$ cat config.mk
export PLATFORM = sky130hd
export DESIGN_NAME = packet_pixel_unpacker_flat
export DESIGN_NICKNAME = d
export VERILOG_FILES = /design/src/rtl/lightboard_pkg.sv /design/src/rtl/packet_pixel_unpacker_if.sv /design/src/rtl/dibit_byte_assembler.sv /design/src/rtl/packet_pixel_unpacker.sv /design/src/flat_wrapper.sv
export SDC_FILE = /design/constraint.sdc
export NUM_CORES = 1
export LEC_CHECK = 0
export CAP_MARGIN = 0
export CORE_UTILIZATION = 40
export CTS_CLUSTER_DIAMETER = 200
export DETAILED_ROUTE_END_ITERATION = 8
export PLACE_DENSITY = 0.65
export RECOVER_POWER = 50
export SYNTH_ARGS = -nofsm -noshare
export SYNTH_HDL_FRONTEND = slang
export SYNTH_HIERARCHICAL = 1
export SYNTH_SLANG_ARGS = --single-unit
$ cat constraint.sdc
create_clock -name clk -period 3.65 [get_ports clk]
set_input_delay 0.5475 -clock clk [delete_from_list [all_inputs] [get_ports clk]]
set_output_delay 0.5475 -clock clk [all_outputs]
set_load 0.02 [all_outputs]
$ cat src/rtl/lightboard_pkg.sv
// Shared lightboard packet geometry and unpacker state encoding.
// The transmitter and the unpacker both import this so packet layout cannot diverge.
package lightboard_pkg;

    localparam int FRAME_PIXELS      = 76800;
    localparam int PIXELS_PER_PACKET = 320;
    localparam int ADDR_BYTES        = 3;
    localparam int DIBITS_PER_BYTE   = 4;
    localparam int ADDR_W            = 17;

    typedef enum logic [2:0] {
        IDLE,
        ADDR,
        PIXEL,
        AUDIO,
        DISCARD
    } unpack_state_t;

    // Pixel addresses wrap back to 0 past the end of the frame memory.
    function automatic logic [ADDR_W-1:0] next_pixel_addr(
        input logic [ADDR_W-1:0] addr,
        input int                frame
    );
        return (addr == ADDR_W'(frame - 1)) ? '0 : addr + ADDR_W'(1);
    endfunction

endpackage

$ cat src/rtl/packet_pixel_unpacker_if.sv
// Dibit stream input plus pixel-memory / audio / status outputs of the unpacker.
// master drives the stream and observes results; slave is the unpacker itself.
interface packet_pixel_unpacker_if;
    import lightboard_pkg::*;

    logic              axiiv;
    logic [1:0]        axiid;
    logic              pixel_wea;
    logic [ADDR_W-1:0] pixel_waddr;
    logic [7:0]        pixel_wdata;
    logic              audio_valid;
    logic [7:0]        audio_data;
    logic              packet_done;
    logic              packet_error;

    modport master (
        output axiiv,
        output axiid,
        input  pixel_wea,
        input  pixel_waddr,
        input  pixel_wdata,
        input  audio_valid,
        input  audio_data,
        input  packet_done,
        input  packet_error
    );

    modport slave (
        input  axiiv,
        input  axiid,
        output pixel_wea,
        output pixel_waddr,
        output pixel_wdata,
        output audio_valid,
        output audio_data,
        output packet_done,
        output packet_error
    );

endinterface

$ cat src/rtl/dibit_byte_assembler.sv
// Collects LSB-first dibits into bytes; byte_valid is combinational on the 4th dibit
// so the consumer can register the completed byte in the same cycle.
module dibit_byte_assembler
    import lightboard_pkg::*;
(
    input  logic       clk,
    input  logic       rst,
    input  logic       axiiv,
    input  logic [1:0] axiid,
    output logic [7:0] byte_data,
    output logic       byte_valid
);

    logic [1:0] dibit_cnt;
    logic [5:0] partial;

    always_ff @(posedge clk) begin
        if (rst || !axiiv) begin
            dibit_cnt <= '0;
        end else begin
            dibit_cnt <= dibit_cnt + 2'd1;
        end
    end

    always_ff @(posedge clk) begin
        if (rst) begin
            partial <= '0;
        end else if (axiiv) begin
            case (dibit_cnt)
                2'd0:    partial[1:0] <= axiid;
                2'd1:    partial[3:2] <= axiid;
                2'd2:    partial[5:4] <= axiid;
                default: ;
            endcase
        end
    end

    assign byte_valid = axiiv && (dibit_cnt == 2'(DIBITS_PER_BYTE - 1));
    assign byte_data  = {axiid, partial};

endmodule

$ cat src/rtl/packet_pixel_unpacker.sv
// Decodes dibit packets (3-byte base address, pixel payload, trailing audio) into
// registered pixel-memory writes, audio byte strobes and done/error pulses.
module packet_pixel_unpacker #(
    parameter int PIXELS_PER_PACKET = lightboard_pkg::PIXELS_PER_PACKET,
    parameter int FRAME_PIXELS      = lightboard_pkg::FRAME_PIXELS
) (
    input logic                     clk,
    input logic                     rst,
    packet_pixel_unpacker_if.slave  bus
);
    import lightboard_pkg::*;

    localparam int CNT_W = ($clog2(PIXELS_PER_PACKET) > 2) ? $clog2(PIXELS_PER_PACKET) : 2;
    localparam logic [CNT_W-1:0] LAST_PIXEL = CNT_W'(PIXELS_PER_PACKET - 1);
    localparam logic [CNT_W-1:0] LAST_ADDR  = CNT_W'(ADDR_BYTES - 1);

    unpack_state_t     state, state_n;
    logic [CNT_W-1:0]  byte_cnt, byte_cnt_n;
    logic [15:0]       addr_acc, addr_acc_n;
    logic [ADDR_W-1:0] wptr, wptr_n;
    logic              axiiv_q;

    logic [7:0]        byte_data;
    logic              byte_valid;
    logic [23:0]       base_full;
    logic              base_in_range;

    logic              wea_n;
    logic [ADDR_W-1:0] waddr_n;
    logic [7:0]        wdata_n;
    logic              audio_valid_n;
    logic [7:0]        audio_data_n;
    logic              done_n;
    logic              error_n;

    dibit_byte_assembler u_assembler (
        .clk        (clk),
        .rst        (rst),
        .axiiv      (bus.axiiv),
        .axiid      (bus.axiid),
        .byte_data  (byte_data),
        .byte_valid (byte_valid)
    );

    assign base_full     = {addr_acc, byte_data};
    assign base_in_range = int'({8'd0, base_full}) < FRAME_PIXELS;

    // Packets start only on a genuine axiiv rise, so a reset mid-packet ignores its tail.
    always_ff @(posedge clk) begin
        axiiv_q <= bus.axiiv;
    end

    always_ff @(posedge clk) begin
        if (rst) begin
            state            <= IDLE;
            byte_cnt         <= '0;
            addr_acc         <= '0;
            wptr             <= '0;
            bus.pixel_wea    <= 1'b0;
            bus.pixel_waddr  <= '0;
            bus.pixel_wdata  <= '0;
            bus.audio_valid  <= 1'b0;
            bus.audio_data   <= '0;
            bus.packet_done  <= 1'b0;
            bus.packet_error <= 1'b0;
        end else begin
            state            <= state_n;
            byte_cnt         <= byte_cnt_n;
            addr_acc         <= addr_acc_n;
            wptr             <= wptr_n;
            bus.pixel_wea    <= wea_n;
            bus.pixel_waddr  <= waddr_n;
            bus.pixel_wdata  <= wdata_n;
            bus.audio_valid  <= audio_valid_n;
            bus.audio_data   <= audio_data_n;
            bus.packet_done  <= done_n;
            bus.packet_error <= error_n;
        end
    end

    always_comb begin
        state_n       = state;
        byte_cnt_n    = byte_cnt;
        addr_acc_n    = addr_acc;
        wptr_n        = wptr;
        wea_n         = 1'b0;
        waddr_n       = '0;
        wdata_n       = '0;
        audio_valid_n = 1'b0;
        audio_data_n  = '0;
        done_n        = 1'b0;
        error_n       = 1'b0;

        case (state)
            IDLE: begin
                byte_cnt_n = '0;
                if (bus.axiiv && !axiiv_q) begin
                    state_n = ADDR;
                end
            end

            ADDR: begin
                if (!bus.axiiv) begin
                    error_n = 1'b1;
                    state_n = IDLE;
                end else if (byte_valid) begin
                    addr_acc_n = base_full[15:0];
                    if (byte_cnt == LAST_ADDR) begin
                        byte_cnt_n = '0;
                        if (base_in_range) begin
                            wptr_n  = base_full[ADDR_W-1:0];
                            state_n = PIXEL;
                        end else begin
                            error_n = 1'b1;
                            state_n = DISCARD;
                        end
                    end else begin
                        byte_cnt_n = byte_cnt + CNT_W'(1);
                    end
                end
            end

            PIXEL: begin
                if (!bus.axiiv) begin
                    error_n = 1'b1;
                    state_n = IDLE;
                end else if (byte_valid) begin
                    wea_n   = 1'b1;
                    waddr_n = wptr;
                    wdata_n = byte_data;
                    wptr_n  = next_pixel_addr(wptr, FRAME_PIXELS);
                    if (byte_cnt == LAST_PIXEL) begin
                        byte_cnt_n = '0;
                        state_n    = AUDIO;
                    end else begin
                        byte_cnt_n = byte_cnt + CNT_W'(1);
                    end
                end
            end

            // Any partial trailing byte simply never completes here.
            AUDIO: begin
                if (!bus.axiiv) begin
                    done_n  = 1'b1;
                    state_n = IDLE;
                end else if (byte_valid) begin
                    audio_valid_n = 1'b1;
                    audio_data_n  = byte_data;
                end
            end

            DISCARD: begin
                if (!bus.axiiv) begin
                    state_n = IDLE;
                end
            end

            default: begin
                state_n = IDLE;
            end
        endcase
    end

    assert property (@(posedge clk) !(bus.packet_done && bus.packet_error));
    assert property (@(posedge clk) !(bus.pixel_wea && bus.audio_valid));

endmodule

$ cat src/flat_wrapper.sv
// flat-port wrapper written by rule: the top's interface ports become plain ports
module packet_pixel_unpacker_flat import lightboard_pkg::*;
#(
    parameter int PIXELS_PER_PACKET = lightboard_pkg::PIXELS_PER_PACKET,
    parameter int FRAME_PIXELS      = lightboard_pkg::FRAME_PIXELS
)
  (clk, rst, bus_axiiv, bus_axiid, bus_pixel_wea, bus_pixel_waddr, bus_pixel_wdata, bus_audio_valid, bus_audio_data, bus_packet_done, bus_packet_error);
  packet_pixel_unpacker_if bus_i ();
  input logic clk;
  input logic rst;
  input wire logic [$bits(bus_i.axiiv)-1:0] bus_axiiv;
  input wire logic [$bits(bus_i.axiid)-1:0] bus_axiid;
  output wire logic [$bits(bus_i.pixel_wea)-1:0] bus_pixel_wea;
  output wire logic [$bits(bus_i.pixel_waddr)-1:0] bus_pixel_waddr;
  output wire logic [$bits(bus_i.pixel_wdata)-1:0] bus_pixel_wdata;
  output wire logic [$bits(bus_i.audio_valid)-1:0] bus_audio_valid;
  output wire logic [$bits(bus_i.audio_data)-1:0] bus_audio_data;
  output wire logic [$bits(bus_i.packet_done)-1:0] bus_packet_done;
  output wire logic [$bits(bus_i.packet_error)-1:0] bus_packet_error;
  assign bus_i.axiiv = bus_axiiv;
  assign bus_i.axiid = bus_axiid;
  assign bus_pixel_wea = bus_i.pixel_wea;
  assign bus_pixel_waddr = bus_i.pixel_waddr;
  assign bus_pixel_wdata = bus_i.pixel_wdata;
  assign bus_audio_valid = bus_i.audio_valid;
  assign bus_audio_data = bus_i.audio_data;
  assign bus_packet_done = bus_i.packet_done;
  assign bus_packet_error = bus_i.packet_error;
  packet_pixel_unpacker #(.PIXELS_PER_PACKET(PIXELS_PER_PACKET), .FRAME_PIXELS(FRAME_PIXELS)) u_core (.clk(clk), .rst(rst), .bus(bus_i));
endmodule
==> impl_metrics.csv, run 1 <==
group,metric,value,unit
clock_tree,cts_root_buffer,"clkbuf_8",
logic_synthesis,yosys.area_share.simple,0.252,
sta,final.setup.tns,0,ns
clock_tree,clk_pin_slew_worst_paths,0.09,ns
clock_tree,holdBufCountCts,0,
global_route,grt_usage,0.181,
power,clock_power_share,0.358,
logic_synthesis,synth_cell_types,59,
final_layout,finalNonFillerCells,604,
run,drv_cap,0,
sta,drv_slew,0,
logic_synthesis,synth_top_family_by_area,"simple AND/OR/NAND/NOR gates",
worst_hold_path,hp-start,"u_core/addr_acc[13]$_SDFFE_PP0P_",
die,floorplan.initialDensity,0.412,
placement,place_inst,588,
power,power_density,397,nW/um2
sta,rsz0062_at_grt,"false",
sta,min_period,2.92,ns
final_layout,antenna_cells,0,
power,p_sw,0.000526,W
route,vias,3222,
logic_synthesis,syn_area,4010,um2
clock_tree,numClockSinks,91,
critical_path,reg2regPathDepth,7,
sta,fin_ws,0.733,ns
clock_tree,postCtsSetupBuffers,0,
sta,worst_slew_pin_slew,0.720,ns
power,seqPwrFrac,0.552,
clock_tree,cts_buffers,9,
route,firstDrtPassIters,4,
logic_synthesis,async_reset_ff_frac,0,
critical_path,crit_required,3.91,ns
global_route,grt_pass1_wl,14600,um
logic_synthesis,synth_seq_cells,91,
sta,period_share,0.799,
critical_path,worstSetupPathType,"input pin to flop",
placement,io_buffers,41,
logic_synthesis,synth.net_count,443,
global_route,first_global_vias,3012,
global_route,grt_max_degree,36,
logic_synthesis,ys.flop_type,"dfxtp_1",
route,drt_iter0_drc,209,
die,design.core.area,9730,um2
final_layout,layout-drive-gt1-share,0.108,
clock_tree,clkLatencyLatePin,0.37,ns
critical_path,critPathArrivalTime,3.17,ns
global_route,antenna_found_initial,0,
clock_tree,h-tree-depth,3,
worst_hold_path,min_path_type,"flop to flop",
critical_path,cp_max_fo,14,
logic_synthesis,synth_compound_area_frac,0.177,
die,die_w,102,um
route,wl,8770,um
global_route,grt_remaining_overflow,0,
outcome,outcome,"complete, no violations",
clock_tree,clockBufferDepth,2,
sta,fin_skew,0.0110,ns
die,io_pins,42,
power,power.internal,0.00134,W
power,ir_drop,0.203,mV
logic_synthesis,ys.warnings.count,6,
logic_synthesis,synth-adder-area-share,0.0268,
die,rows,36,
sta,fmax,0.343,GHz
route,avgViaCountPerCell,5.33,
placement,gp_congestion,0.824,
placement,hpwl,6020,um
sta,hold_viol,0,
logic_synthesis,synthXorXnorAreaFrac,0.0218,
sta,setup_viol,0,
die,die_h,102,um
critical_path,r2r_end,"u_core/wptr[16]$_SDFFE_PP0P_",
logic_synthesis,synth_area_per_cell,9.30,um2
final_layout,area_delta_synth_final,17.1,%
clock_tree,tritoncts,"done",
sta,slew_headroom,0.520,
logic_synthesis,syn-instance-count,431,
worst_hold_path,whs_path_depth,2,
clock_tree,cts-resized-gates,0,
die,fp.dieArea,10400,um2
critical_path,critPathCaptureType,"flop",
critical_path,start_kind,"input pin",
critical_path,r2r-start,"u_core/state[2]$_SDFFE_PP0P_",
final_layout,nFillCells,951,
logic_synthesis,yosysSeqAreaShare,0.454,
power,p_comb_frac,0.090,
final_layout,layout.nets,478,
logic_synthesis,muxShareOfSynthArea,0.0175,
route,drc,0,
worst_hold_path,holdPathEnd,"u_core/addr_acc[13]$_SDFFE_PP0P_",
route,wire_per_inst,14.5,um
route,antenna_left,0,
power,leakagePower,1.75,nW
logic_synthesis,synth-edff-count,0,
power,switching_share,0.282,
placement,pre_cts_ws,0.751,ns
critical_path,ff2ff_setup_slack,1.31,ns
==> flip-flops by register name, indices dropped and copies added (netlist names), 2 cells and up <==
signal / flops
u_core/state: 3
u_core/bus.pixel_waddr: 17
u_core/byte_cnt: 9
u_core/u_assembler/partial: 6
u_core/u_assembler/dibit_cnt: 2
u_core/addr_acc: 16
u_core/bus.pixel_wdata: 8
u_core/wptr: 17
u_core/bus.audio_data: 8
==> cell families (layout without fill, tap and decap cells) <==
kind of cell / count (synthesis) / count (layout)
AOI/OAI and AO/OA: 96 / 96
muxes: 7 / 7
adders and majority gates: 9 / 9
DFF: 91 / 91
buffers and inverters: 42 / 82
xor gates and xnor gates: 10 / 10
and+or+nand+nor: 176 / 176
==> synth_stat cells (7+ instances only) <==
library cell	instances	area [um2]
nor3_1	14	70.1
a21oi_1	37	185
dfxtp_1	91	1820
clkbuf_1	14	52.6
and2_1	31	194
nand3_1	11	55.1
inv_1	15	56.3
nor2_1	24	90.1
o21ai_0	21	105
xnor2_1	8	70.1
nor4_1	11	68.8
ha_1	7	87.6
mux2i_1	7	70.1
o32ai_2	9	146
nand2_1	38	143
==> area by class of cell <==
cell class | count | area [um2] | share of cell area
clock buffers | 9 | 124 | 0.0264
clock inverters | 7 | 81.3 | 0.0173
inverters | 15 | 56.3 | 0.0120
multi-input cells | 298 | 1980 | 0.421
flip-flops and latches | 91 | 1820 | 0.388
well taps | 133 | 166 | 0.0354
repair buffers | 51 | 469 | 0.0999
==> per-stage QoR <==
stage | instance area [um2] | power [W] | hold slack (ns) | util
finish | 4690 | 0.00187 | 0.483 | 0.483
global route | 4690 | 0.00195 | 0.499 | 0.483
CTS | 4710 | 0.00189 | 0.483 | 0.485
detailed placement | 4510 | 0.00122 | 0.468 | 0.463
global placement | 4510 | 0.00122 | 0.465 | 0.463
floorplan | 4010 | 0.00119 | 0.442 | -
==> power groups by stage <==
| stage | Sequential, W | Combinational (W) | Clock (W) |
|---|---|---|---|
| 4_1_cts | 0.00103 | 0.000170 | 0.000690 |
| 2_1_floorplan | 0.00104 | 0.000145 | 0 |
| 5_1_grt | 0.00103 | 0.000187 | 0.000728 |
| 6_report | 0.00103 | 0.000168 | 0.000667 |
| 3_5_place_dp | 0.00105 | 0.000168 | 0 |
| 3_3_place_gp | 0.00105 | 0.000166 | 0 |
==> placed cells by master, fill, tap and decap left out, types with 3 or more instances in the layout <==
cell type       n
dfxtp_1        91
dlygate4sd3_1  38
nand2_1        38
a21oi_1        37
and2_1         29
nor2_1         24
o21ai_0        21
inv_1          15
nor3_1         14
nor4_1         12
nand3_1        11
clkbuf_8        9
o32ai_2         9
xnor2_1         8
mux2i_1         7
ha_1            7
buf_4           7
nand2b_2        6
nand2b_1        5
a22oi_1         5
nor4b_1         4
nand4_1         4
a221oi_2        4
clkinv_4        3
nor4bb_1        3
and3_1          3
and2_0          3
nor2b_1         3
clkbuf_1        3
==> critical path, cell delays in order <==
cell and delay [ns]:
dlygate4sd3_1 0.52, clkbuf_1 0.42, and2_1 0.29, nand2_2 0.18, maj3_1 0.55, nor2_1 0.27
a21o_1 0.30, nor2_1 0.08
==> layer usage <==
layer	part of all wire	global-route usage	up-vias
li1	-	-	1601
met4	0.017	0.0868	0
met5	0	0	-
met1	0.47	0.233	1525
met3	0.045	0.0335	15
met2	0.47	0.294	81
==> worst max path at each step <==
stage | start | endpoint | slack (ns) | depth (start not counted)
floorplan | bus_axiiv | u_core/wptr[12]$_SDFFE_PP0P_ | 1.64 | 7
global placement | bus_axiiv | u_core/wptr[0]$_SDFFE_PP0P_ | 0.81 | 10
detailed placement | bus_axiiv | u_core/byte_cnt[8]$_SDFFE_PP0P_ | 0.75 | 8
CTS | bus_axiiv | u_core/byte_cnt[3]$_SDFFE_PP0P_ | 1.14 | 8
global route | bus_axiiv | u_core/byte_cnt[3]$_SDFFE_PP0P_ | 0.51 | 8
finish | bus_axiiv | u_core/byte_cnt[3]$_SDFFE_PP0P_ | 0.73 | 8
No activity file was read; power rests on OpenSTA's default activity.
==> inputs of run 2 (changes only) <==
==> constraint.sdc (replaced) <==
create_clock -name clk -period 2.84 [get_ports clk]
set_input_delay 0.426 -clock clk [delete_from_list [all_inputs] [get_ports clk]]
set_output_delay 0.426 -clock clk [all_outputs]
set_load 0.02 [all_outputs]
==> run 2 against run 1 <==
  * Largest power group unchanged
  * Global-route usage decreased by 0.62 points
  * Total power increased by 33%
  * Core utilization up 0.32 points
  * Flip-flop and latch count did not move
  * Worst setup slack worse by 0.24 ns
  * Sequential share of layout area fell by 0.26 points
  * Die area did not move
  * Sequential power is 28% higher
  * Worst hold slack got worse by 0.00092 ns
  * Combinational power is 33% higher
==> impl_metrics.csv, run 2 (synthesized netlist as in run 1, its figures left out) <==
group,metric,value,unit
critical_path,critPathBufInv,2,
clock_tree,cts_buffers,9,
die,io_pins,42,
clock_tree,holdBufCountCts,0,
global_route,grt_usage,0.175,
sta,final.setup.tns,0,ns
clock_tree,clkLatencyLatePin,0.36,ns
route,firstDrtPassIters,5,
placement,gp_congestion,0.808,
sta,drv_slew,0,
final_layout,multi_input_area,1980,um2
route,drc,0,
sta,holdWs,0.482,ns
final_layout,area_delta_synth_final,17.9,%
sta,fmax,0.426,GHz
global_route,grt_max_degree,57,
sta,worst_slew_pin_slew,0.819,ns
global_route,grt_remaining_overflow,0,
placement,placed_area,4530,um2
route,wire_per_inst,14.1,um
final_layout,final_cell_mix,"dfxtp_1, dlygate4sd3_1, nand2_1, a21oi_1, and2_1",
sta,rsz0062_at_grt,"false",
clock_tree,numClockSinks,91,
final_layout,mostFrequentLayoutCell,"dfxtp_1",
critical_path,crit_required,3.11,ns
power,leakagePower,1.77,nW
clock_tree,postCtsSetupBuffers,0,
run,drv_cap,0,
critical_path,cp_max_fo,17,
critical_path,ff2ff_setup_slack,0.49,ns
final_layout,seqCellArea,1820,um2
final_layout,antenna_cells,0,
global_route,grt_pass1_wl,14300,um
clock_tree,clockBufferDepth,2,
worst_hold_path,min_path_type,"flop to flop",
final_layout,layout.nets,481,
route,avgViaCountPerCell,5.23,
sta,slew_headroom,0.454,
route,vias,3174,
critical_path,worstSetupPathType,"flop to flop",
power,finalPower,0.00248,W
die,fp.dieArea,10400,um2
critical_path,cp_slowest_cell,"clkbuf_1",
power,ir_drop,0.225,mV
critical_path,critPathArrivalTime,2.62,ns
sta,period_share,0.827,
route,wl,8580,um
sta,fin_skew,0.0117,ns
route,drt_iter0_drc,221,
final_layout,layout-drive-gt1-share,0.114,
die,design.core.area,9730,um2
outcome,outcome,"complete, no violations",
sta,min_period,2.35,ns
final_layout,fin_area,4730,um2
clock_tree,cts_root_buffer,"clkbuf_8",
clock_tree,tritoncts,"done",
final_layout,nFillCells,932,
placement,hpwl,5760,um
critical_path,path_cells,"or3b_1 > buf_4 > clkbuf_1 > a21oi_1 > a221oi_2",
route,antenna_left,0,
critical_path,cp_top_family,"buffers and inverters",
critical_path,cpPeakStageDelay,0.65,ns
power,power_density,526,nW/um2
placement,io_buffers,41,
sta,setup_viol,0,
clock_tree,clk_pin_slew_worst_paths,0.10,ns
die,die_w,102,um
clock_tree,h-tree-depth,3,
sta,hold_viol,0,
die,rows,36,
critical_path,start_kind,"flop",
die,floorplan.initialDensity,0.412,
die,die_h,102,um
global_route,antenna_found_initial,0,
final_layout,utilization,0.486,
clock_tree,cts-resized-gates,0,
global_route,first_global_vias,2903,
critical_path,critPathCaptureType,"flop",
final_layout,reg.largest.list,"u_core/bus.pixel_waddr: 17 flops, u_core/wptr: 17 flops, u_core/addr_acc: 16 flops",
-- run 2: stage by stage --
| step | std cells | setup WS, ns |
|---|---|---|
| after floorplan | 431 | 0.882 |
| after global placement | 591 | 0.394 |
| after detailed placement | 591 | 0.347 |
| after CTS | 607 | 0.602 |
| after global routing | 607 | 0.289 |
| final | 607 | 0.492 |
-- run 2: worst register-to-register path: cells and delay by family (launching register included) --
kind	cells	cell delay (ns)
buffers and inverters	2	0.90
and+or+nand+nor	1	0.28
AOI/OAI and AO/OA	2	0.44
DFF	1	0.63
-- run 2: layout make-up --
cell class / count / share of cell area
clock buffers: 9 / 0.0262
clock inverters: 7 / 0.0185
inverters: 15 / 0.0119
multi-input cells: 298 / 0.419
flip-flops and latches: 91 / 0.385
well taps: 133 / 0.0352
repair buffers: 54 / 0.103
-- run 2: metal layers --
layer	vias to the layer above	global-route usage	part of all wire
met2	71	0.287	0.49
met4	0	0.0560	0.010
li1	1612	-	-
met1	1484	0.227	0.46
met3	7	0.0417	0.041
met5	-	0	0
-- run 2: final timing paths --
path | startpoint | to | depth (start not counted)
setup / recovery | u_core/state[2]$_SDFFE_PP0P_ | u_core/wptr[15]$_SDFFE_PP0P_ | 5
hold / removal | u_core/addr_acc[12]$_SDFFE_PP0P_ | u_core/addr_acc[12]$_SDFFE_PP0P_ | 2
setup reg to reg | u_core/state[2]$_SDFFE_PP0P_ | u_core/wptr[15]$_SDFFE_PP0P_ | 5
hold reg to reg | u_core/addr_acc[12]$_SDFFE_PP0P_ | u_core/addr_acc[12]$_SDFFE_PP0P_ | 2
-- run 2: power by group --
group	switching (W)	internal [W]	leakage [nW]
logic	0.000140	0.0000831	0.922
clock network	0.000508	0.000430	0.109
registers	0.0000282	0.00130	0.734
